===== src/rtl/banked_reg_file_pkg.sv =====
// Shared types and default widths for the banked register file and its copy sequencer.
package definitions;

  typedef enum logic [1:0] {
    IDLE    = 2'd0,
    SAVE    = 2'd1,
    RESTORE = 2'd2
  } ctx_state_t;

  localparam int DEF_W   = 8;
  localparam int DEF_D   = 4;
  localparam int DEF_NRD = 2;

endpackage


===== src/rtl/banked_reg_file_if.sv =====
// Write, read, and context save/restore signals of the banked register file.
// Reads are combinational; wr_ready drops for the whole duration of a bank copy.
interface banked_reg_file_if
  import definitions::*;
#(
  parameter int W   = DEF_W,
  parameter int D   = DEF_D,
  parameter int NRD = DEF_NRD
) ();

  logic                     write_en;
  logic [D-1:0]             waddr;
  logic [W-1:0]             data_in;
  logic [NRD-1:0][D-1:0]    raddr;
  logic [NRD-1:0][W-1:0]    data_out;
  logic                     save_req;
  logic                     restore_req;
  logic                     wr_ready;
  logic                     ctx_busy;
  logic                     ctx_done;

  modport master (
    output write_en, waddr, data_in, raddr, save_req, restore_req,
    input  data_out, wr_ready, ctx_busy, ctx_done
  );

  modport slave (
    input  write_en, waddr, data_in, raddr, save_req, restore_req,
    output data_out, wr_ready, ctx_busy, ctx_done
  );

endinterface


===== src/rtl/banked_reg_file_ctx_seq.sv =====
// Save/restore sequencer: walks idx over all 2**D entries, one per cycle.
// Requests are only taken in IDLE; those arriving while busy are dropped, not queued.
module ctx_seq
  import definitions::*;
#(
  parameter int D = DEF_D
) (
  input  logic          CLK,
  input  logic          RST_N,
  input  logic          save_req,
  input  logic          restore_req,
  output ctx_state_t    state,
  output logic [D-1:0]  idx,
  output logic          busy,
  output logic          done
);

  always_ff @(posedge CLK or negedge RST_N) begin
    if (!RST_N) begin
      state <= IDLE;
      idx   <= '0;
      busy  <= 1'b0;
      done  <= 1'b0;
    end else begin
      done <= 1'b0;
      case (state)
        IDLE: begin
          // save has priority when both requests arrive together
          if (save_req) begin
            state <= SAVE;
            idx   <= '0;
            busy  <= 1'b1;
          end else if (restore_req) begin
            state <= RESTORE;
            idx   <= '0;
            busy  <= 1'b1;
          end
        end
        SAVE, RESTORE: begin
          idx <= idx + 1'b1;
          if (&idx) begin
            state <= IDLE;
            busy  <= 1'b0;
            done  <= 1'b1;
          end
        end
        default: begin
          state <= IDLE;
          busy  <= 1'b0;
        end
      endcase
    end
  end

endmodule


===== src/rtl/banked_reg_file.sv =====
// Register file with an active and a shadow bank; combinational reads with optional write bypass.
// A save/restore copies one entry per cycle for 2**D cycles, during which writes are refused.
module banked_reg_file
  import definitions::*;
#(
  parameter int             W      = DEF_W,
  parameter int             D      = DEF_D,
  parameter int             NRD    = DEF_NRD,
  parameter logic [NRD-1:0] ZMASK  = NRD'(1),
  parameter int             BYPASS = 1
) (
  input  logic               CLK,
  input  logic               RST_N,
  banked_reg_file_if.slave   bus
);

  localparam int DEPTH = 1 << D;

  logic [W-1:0] active [DEPTH];
  logic [W-1:0] shadow [DEPTH];

  ctx_state_t   state;
  logic [D-1:0] idx;
  logic         busy;
  logic         done;
  logic         wr_acc;

  ctx_seq #(.D(D)) u_ctx_seq (
    .CLK         (CLK),
    .RST_N       (RST_N),
    .save_req    (bus.save_req),
    .restore_req (bus.restore_req),
    .state       (state),
    .idx         (idx),
    .busy        (busy),
    .done        (done)
  );

  assign bus.wr_ready = !busy;
  assign bus.ctx_busy = busy;
  assign bus.ctx_done = done;
  assign wr_acc       = bus.write_en && !busy;

  // Writes and bank copies never coincide: wr_acc is low whenever the sequencer is busy.
  always_ff @(posedge CLK or negedge RST_N) begin
    if (!RST_N) begin
      for (int i = 0; i < DEPTH; i++) begin
        active[i] <= '0;
        shadow[i] <= '0;
      end
    end else begin
      if (wr_acc) begin
        active[bus.waddr] <= bus.data_in;
      end
      if (state == SAVE) begin
        shadow[idx] <= active[idx];
      end
      if (state == RESTORE) begin
        active[idx] <= shadow[idx];
      end
    end
  end

  always_comb begin
    bus.data_out = '0;
    for (int i = 0; i < NRD; i++) begin
      bus.data_out[i] = active[bus.raddr[i]];
      if ((BYPASS != 0) && wr_acc && (bus.waddr == bus.raddr[i])) begin
        bus.data_out[i] = bus.data_in;
      end
      if (ZMASK[i] && (bus.raddr[i] == '0)) begin
        bus.data_out[i] = '0;
      end
    end
  end

endmodule


===== src/flat_wrapper.sv =====
// flat-port wrapper written by rule: the top's interface ports become plain ports
module banked_reg_file_flat import definitions::*;
#(
  parameter int             W      = DEF_W,
  parameter int             D      = DEF_D,
  parameter int             NRD    = DEF_NRD,
  parameter logic [NRD-1:0] ZMASK  = NRD'(1),
  parameter int             BYPASS = 1
)
  (CLK, RST_N, bus_write_en, bus_waddr, bus_data_in, bus_raddr, bus_save_req, bus_restore_req, bus_data_out, bus_wr_ready, bus_ctx_busy, bus_ctx_done);
  banked_reg_file_if #(.W(W), .D(D), .NRD(NRD)) bus_i ();
  input  logic CLK;
  input  logic RST_N;
  input wire logic [$bits(bus_i.write_en)-1:0] bus_write_en;
  input wire logic [$bits(bus_i.waddr)-1:0] bus_waddr;
  input wire logic [$bits(bus_i.data_in)-1:0] bus_data_in;
  input wire logic [$bits(bus_i.raddr)-1:0] bus_raddr;
  input wire logic [$bits(bus_i.save_req)-1:0] bus_save_req;
  input wire logic [$bits(bus_i.restore_req)-1:0] bus_restore_req;
  output wire logic [$bits(bus_i.data_out)-1:0] bus_data_out;
  output wire logic [$bits(bus_i.wr_ready)-1:0] bus_wr_ready;
  output wire logic [$bits(bus_i.ctx_busy)-1:0] bus_ctx_busy;
  output wire logic [$bits(bus_i.ctx_done)-1:0] bus_ctx_done;
  assign bus_i.write_en = bus_write_en;
  assign bus_i.waddr = bus_waddr;
  assign bus_i.data_in = bus_data_in;
  assign bus_i.raddr = bus_raddr;
  assign bus_i.save_req = bus_save_req;
  assign bus_i.restore_req = bus_restore_req;
  assign bus_data_out = bus_i.data_out;
  assign bus_wr_ready = bus_i.wr_ready;
  assign bus_ctx_busy = bus_i.ctx_busy;
  assign bus_ctx_done = bus_i.ctx_done;
  banked_reg_file #(.W(W), .D(D), .NRD(NRD), .ZMASK(ZMASK), .BYPASS(BYPASS)) u_core (.CLK(CLK), .RST_N(RST_N), .bus(bus_i));
endmodule

===== config.mk =====
export PLATFORM = sky130hd
export DESIGN_NAME = banked_reg_file_flat
export DESIGN_NICKNAME = d
export VERILOG_FILES = /design/src/rtl/banked_reg_file_pkg.sv /design/src/rtl/banked_reg_file_if.sv /design/src/rtl/banked_reg_file_ctx_seq.sv /design/src/rtl/banked_reg_file.sv /design/src/flat_wrapper.sv
export SDC_FILE = /design/constraint.sdc
export NUM_CORES = 1
export LEC_CHECK = 0
export CAP_MARGIN = 20
export CORE_UTILIZATION = 29
export DETAILED_ROUTE_END_ITERATION = 12
export PLACE_DENSITY = 0.41
export SLEW_MARGIN = 15
export SYNTH_ARGS = -nofsm -noshare
export SYNTH_HDL_FRONTEND = slang
export SYNTH_SLANG_ARGS = --single-unit

===== constraint.sdc =====
create_clock -name CLK -period 3.8 [get_ports CLK]
set_clock_uncertainty 0.1 [all_clocks]
set_input_delay 0.95 -clock CLK [delete_from_list [all_inputs] [get_ports CLK]]
set_output_delay 0.95 -clock CLK [all_outputs]
set_load 0.02 [all_outputs]

## Word-level counts from Yosys, hierarchy flattened

Index checks and enable logic that the tools add are counted.

| storage, ports and cells | value |
|---|---|
| flip-flop bits (word level) | 264 |
| input port bits | 25 |
| word-level logic and storage cells | 103 |

| cells by class | value |
|---|---|
| reduce and logical (&&, ||, !) cells | 13 |
| multiplexer cells | 37 |
| eq/ne operators | 6 |
| magnitude comparators | 6 |
| add/subtract/negate cells | 1 |
| bitwise gates (word level) | 4 |

Operators by type and width:

| kind | count |
|---|---|
| bitwise mux 128 bit | 3 |
| two-way mux 128 bit | 2 |
| binary-select mux 8 bit (select 4 bit) | 4 |
| two-way mux 8 bit | 13 |
| demux 8 bit (select 4 bit) | 2 |
| greater-or-equal comparator 5 bit (second input constant) | 4 |
| inverter 4 -> 5 bit | 4 |
| less-than comparator 5 x 1 -> 1 bit (second input constant) | 2 |
| == test 4 bit | 2 |
| two-way mux 4 bit | 2 |
| case mux 4 bit (2 select lines) | 1 |
| two-way mux 2 bit | 3 |
| logical AND 1 bit | 5 |
| two-way mux 1 bit | 5 |
| adder 4 x 1 -> 4 bit (second input constant) | 1 |
| logical NOT 4 bit | 1 |
| case mux 2 bit (2 select lines) | 1 |
| AND reduction 2 bit | 2 |
| AND reduction 4 bit | 1 |
| inequality test 3 bit (second input constant) | 1 |
| == test 2 x 1 -> 1 bit (second input constant) | 1 |
| == test 2 bit (second input constant) | 1 |
| logical NOT 2 bit | 1 |
| inequality test 2 bit (second input constant) | 1 |
| other kinds (4) | 4 |

## Longest topological paths before layout

| logic depth | value |
|---|---|
| depth in word-level cells | 9 |
| depth in mapped cells | 11 |
| gate-level depth less buffers | 6 |

## Hierarchy

Synthesis repeated with hierarchy kept, for this count alone.

| unflattened totals | value |
|---|---|
| cell total of the unflattened synthesis | 1094 |
| area total of the unflattened synthesis | 15936.5 µm² |

Modules (own cells, without submodules):

| module | cells an instance | times used | area each (µm²) | sequential area each (µm²) |
|---|---|---|---|---|
| banked_reg_file | 1055 | 1 | 15517.4 | 6406.1 |
| ctx_seq | 39 | 1 | 419.2 | 200.2 |

## Worst setup path after synthesis

No wires, ideal clock.

| timing path | value |
|---|---|
| path kind | input-to-output |
| start point | input port bus_raddr[0] |
| end point | output port bus_data_out[3] |
| data arrival time | 2.314 ns |
| path buffers | 2 |
| path slack | 0.436 ns |
| stages | 6 |
| path through | buf_2 buf_4 mux4_2 a22oi_1 nand2_1 a22o_1 |

| between the ends | value |
|---|---|
| longest elaborated chain between the ends | 6 |
| elaborated cells between the ends (all ways) | 9 |

RTL lines:

| element | RTL line | source |
|---|---|---|
| start, declared | flat_wrapper.sv:17 | `input wire logic [$bits(bus_i.raddr)-1:0] bus_raddr;` |
| inverter 4 -> 5 bit (implied by the code) | banked_reg_file.sv:67 | `bus.data_out[i] = active[bus.raddr[i]];` |
| binary-select mux 8 bit (select 4 bit) | banked_reg_file.sv:67 |  |
| two-way mux 8 bit (implied by the code) (2 in a row) | banked_reg_file.sv:67 |  |
| two-way mux 8 bit | banked_reg_file.sv:68 | `if ((BYPASS != 0) && wr_acc && (bus.waddr == bus.raddr[i])) begin` |
| two-way mux 8 bit * | banked_reg_file.sv:71 | `if (ZMASK[i] && (bus.raddr[i] == '0)) begin` |
| end, declared | flat_wrapper.sv:20 | `output wire logic [$bits(bus_i.data_out)-1:0] bus_data_out;` |

Every way passes the cells marked *; elsewhere a longest branch is shown, timed or not. The select of a mux whose other input is x is not followed.

## Final worst setup path

| timing path | value |
|---|---|
| start point | input port bus_raddr[4] |
| end point | output port bus_data_out[10] |

| between the ends | value |
|---|---|
| longest elaborated chain between the ends | 5 |
| elaborated cells between the ends (all ways) | 7 |

RTL lines:

| element | RTL line |
|---|---|
| inverter 4 -> 5 bit (implied by the code) | banked_reg_file.sv:67 |
| binary-select mux 8 bit (select 4 bit) | banked_reg_file.sv:67 |
| two-way mux 8 bit (implied by the code) (2 in a row) | banked_reg_file.sv:67 |
| two-way mux 8 bit * | banked_reg_file.sv:68 |

Marked as above.

==> out/qor.json <==
{
  "worstSetupStartpointType": {"value": "input port"},
  "synth_top_cells_by_count": {"value": "dfrtp_1, mux2i_1, mux2_2"},
  "most_crowded_layer_gr": {"value": "met2"},
  "synth_fp_nets": {"value": 1164},
  "synth_area_leaders": {"value": "dfrtp_1, mux4_2, mux2i_1, mux2_2, mux4_1"},
  "syn-cell-area": {"value": 15500, "unit": "sq um"},
  "yosys_warnings": {"value": 0},
  "pin_count": {"value": 44},
  "family_with_the_most_delay_on_the_worst_path": {"value": "multiplexers"},
  "grt.met3_usage": {"value": 0.0583},
  "buffers_from_clock_root_to_sink_at_most": {"value": 3},
  "drtIter0Drc": {"value": 816},
  "cts.htree.levels": {"value": 2},
  "clock_sink_count": {"value": 264},
  "route.final.wire_length": {"value": 55000, "unit": "um"},
  "final.fill_count": {"value": 5089},
  "critPathCaptureType": {"value": "primary output"},
  "detail_route.first_pass.iterations": {"value": 6},
  "path_class": {"value": "in2out"},
  "timing.hold.worst.class": {"value": "in2async"},
  "timing.final.hold_violations": {"value": 0},
  "cts_tree": {"value": "yes"},
  "synthMostInstantiatedCell": {"value": "dfrtp_1"},
  "static-leakage-power": {"value": 8.38, "unit": "nW"},
  "ir_drop": {"value": 0.000317, "unit": "V"},
  "maxSlewHeadroom": {"value": 0.462},
  "worstPathBufferInverterCount": {"value": 3},
  "cts_hold_buf": {"value": 0},
  "gr-total-overflow": {"value": 0},
  "status": {"value": "complete, no violations"},
  "drc": {"value": 0},
  "timing.critical_path.arrival": {"value": 2.70, "unit": "ns"},
  "crit_chain": {"value": "buf_2, buf_12, mux4_1, mux2i_1, mux2i_1, mux2_4, buf_4"},
  "dp_slack": {"value": -0.522, "unit": "ns"},
  "placed_instances": {"value": 1864},
  "starting_density_of_the_core": {"value": 0.294},
  "detail_route.vias_per_cell": {"value": 5.44},
  "global_route.usage.met2": {"value": 0.329},
  "port_buffers": {"value": 43},
  "dr_total_vias": {"value": 10546},
  "nets": {"value": 1254},
  "netlist_instances": {"value": 1132},
  "edff_count_synth": {"value": 0},
  "finalWeightedCongestion": {"value": 0.838},
  "drv_slew": {"value": 0},
  "track_usage": {"value": 0.209},
  "final.period_utilization": {"value": 0.988},
  "clock.fmax": {"value": 266, "unit": "MHz"},
  "vias_in_the_first_global_route": {"value": 10905},
  "cp.required": {"value": 2.75, "unit": "ns"},
  "post_drt_wl_per_cell": {"value": 28.4, "unit": "um"},
  "power.density_cell_area": {"value": 790, "unit": "nW/um^2"},
  "floorplan.die.height": {"value": 233, "unit": "um"},
  "antenna_violating_nets_post_route": {"value": 0},
  "synth-seq-area-share": {"value": 0.426},
  "worst-r2r-setup-slack": {"value": 1.07, "unit": "ns"},
  "synthFlopType": {"value": "dfrtp_1"},
  "chipWidth": {"value": 233, "unit": "um"},
  "grt_pass1_wl": {"value": 80900, "unit": "um"},
  "cpPeakStageDelay": {"value": 0.61, "unit": "ns"},
  "timing.critical_path.slowest_stage_cell": {"value": "mux4_1"},
  "rows": {"value": 84},
  "rsz0062_at_grt": {"value": "yes"},
  "max-cap-violations": {"value": 0},
  "postSynthAreaPerCell": {"value": 13.7, "unit": "sq um"},
  "setup_ws": {"value": 0.0456, "unit": "ns"},
  "synth.largest_area_cell": {"value": "dfrtp_1"},
  "yosysUniqueCellTypes": {"value": 46},
  "dp.final_hpwl": {"value": 39000, "unit": "um"},
  "finalWorstPathRequiredPeriod": {"value": 3.75, "unit": "ns"},
  "worst_margin_slew": {"value": 0.805, "unit": "ns"},
  "tritoncts.num_buffers": {"value": 36},
  "report.final.setup_viol": {"value": 0},
  "clock_insertion_delay_worst_skew": {"value": 0.55, "unit": "ns"},
  "grt_max_degree": {"value": 82},
  "crit_top_cell": {"value": "mux2i_1"},
  "worst-path-max-fanout": {"value": 19},
  "final_cell_count_no_fill": {"value": 1937},
  "synth.top_cell.area_share": {"value": 0.426},
  "timing.rr.start": {"value": "u_core.u_ctx_seq.idx[1]"},
  "die_area": {"value": 54400, "unit": "sq um"},
  "cts-root-buf": {"value": "clkbuf_16"},
  "reg2reg_depth": {"value": 4},
  "grtUsageMet1": {"value": 0.284},
  "reg2reg_to": {"value": "u_core.active[72]"},
  "grt_antenna_before_repair": {"value": 0},
  "clk_pin_slew": {"value": 0.06, "unit": "ns"},
  "area_growth": {"value": 19.5, "unit": "%"},
  "drive_above_1_share": {"value": 0.364},
  "core": {"value": 52700, "unit": "sq um"},
  "synth_async_reset_ratio": {"value": 1.00},
  "ys_ff_latch": {"value": 264}
}
## cell type report
class / count / area (sq um) / share of cell area
tap: 688 / 861 / 0.0465
clock inverter: 7 / 75.1 / 0.00405
clock buffer: 57 / 1110 / 0.0600
timing repair buffer: 139 / 1350 / 0.0728
multi-input combinational: 776 / 8490 / 0.458
sequential: 264 / 6610 / 0.357
inverter: 5 / 18.8 / 0.00101
antenna: 1 / 2.50 / 0.000135
## through the flow
step                utilization  hold slack (ns)  power [W]  setup TNS (ns)  area, sq um
global placement          0.327            0.382     0.0112           -7.24        17200
finish                    0.352            0.328     0.0146               0        18500
CTS                       0.351            0.338     0.0148               0        18500
detailed placement        0.327            0.388     0.0113           -7.16        17200
global route              0.352            0.366     0.0154      -0.0000955        18500
floorplan                     -            0.374    0.00890               0        15500
## power by group
part / switching, W / internal, W / leakage [nW]
sequential: 0.00129 / 0.00398 / 3.20
clock: 0.00134 / 0.00207 / 0.573
combinational: 0.00303 / 0.00291 / 4.61
total: 0.00566 / 0.00897 / 8.38
## what timing repair did
action | CTS | global route
setup endpoints to repair | 16 | 6
pin swaps | 1 | 1
gates cloned | 2 | 0
resized for setup | 90 | 9
setup buffers | 1 | 5
## registers in the layout, indices dropped and copies added, names as in the netlist
| signal | count |
|---|---|
| u_core.u_ctx_seq.done | 1 |
| u_core.shadow | 128 |
| u_core.active | 128 |
| u_core.u_ctx_seq.idx | 4 |
| u_core.u_ctx_seq.busy | 1 |
| u_core.u_ctx_seq.state | 2 |
## worst max path at each step
| stage | to | start | depth (start not counted) | slack, ns |
|---|---|---|---|---|
| 2_1_floorplan | bus_data_out[3] | bus_raddr[0] | 6 | 0.44 |
| 3_3_place_gp | bus_data_out[5] | bus_waddr[3] | 8 | -0.52 |
| 3_5_place_dp | bus_data_out[12] | bus_raddr[7] | 8 | -0.52 |
| 4_1_cts | bus_data_out[2] | bus_waddr[2] | 7 | 0.03 |
| 5_1_grt | bus_data_out[12] | bus_raddr[4] | 7 | -0.0001 |
| 6_report | bus_data_out[10] | bus_raddr[4] | 7 | 0.05 |
## layout by cell type, fill, tap and decap left out, drive strengths merged, types with 6 or more instances in the layout
cell type        n
mux4           128
clkbuf          61
dfrtp          264
mux2i          225
clkdlybuf4s50   17
dlygate4sd2      6
o21ai           35
a22o             9
ha               7
xor2             6
nor2b            9
inv              7
a21oi           36
nand3           30
buf            111
a22oi           17
mux2           136
nand2           60
nor2            45
## layer usage
metal / vias up / wire [um]
met3: 67 / 3650
met2: 336 / 25700
met5: - / 0
met1: 5609 / 24700
met4: 0 / 1030
li1: 4534 / -
## cells by family after synthesis
family	synth area share
mux	0.442
xor+xnor	0.00509
flops	0.426
fa+ha+maj	0.00565
simple gates	0.0529
buf+inv	0.0291
compound gates	0.0392
No activity file was read; power rests on OpenSTA's default activity.
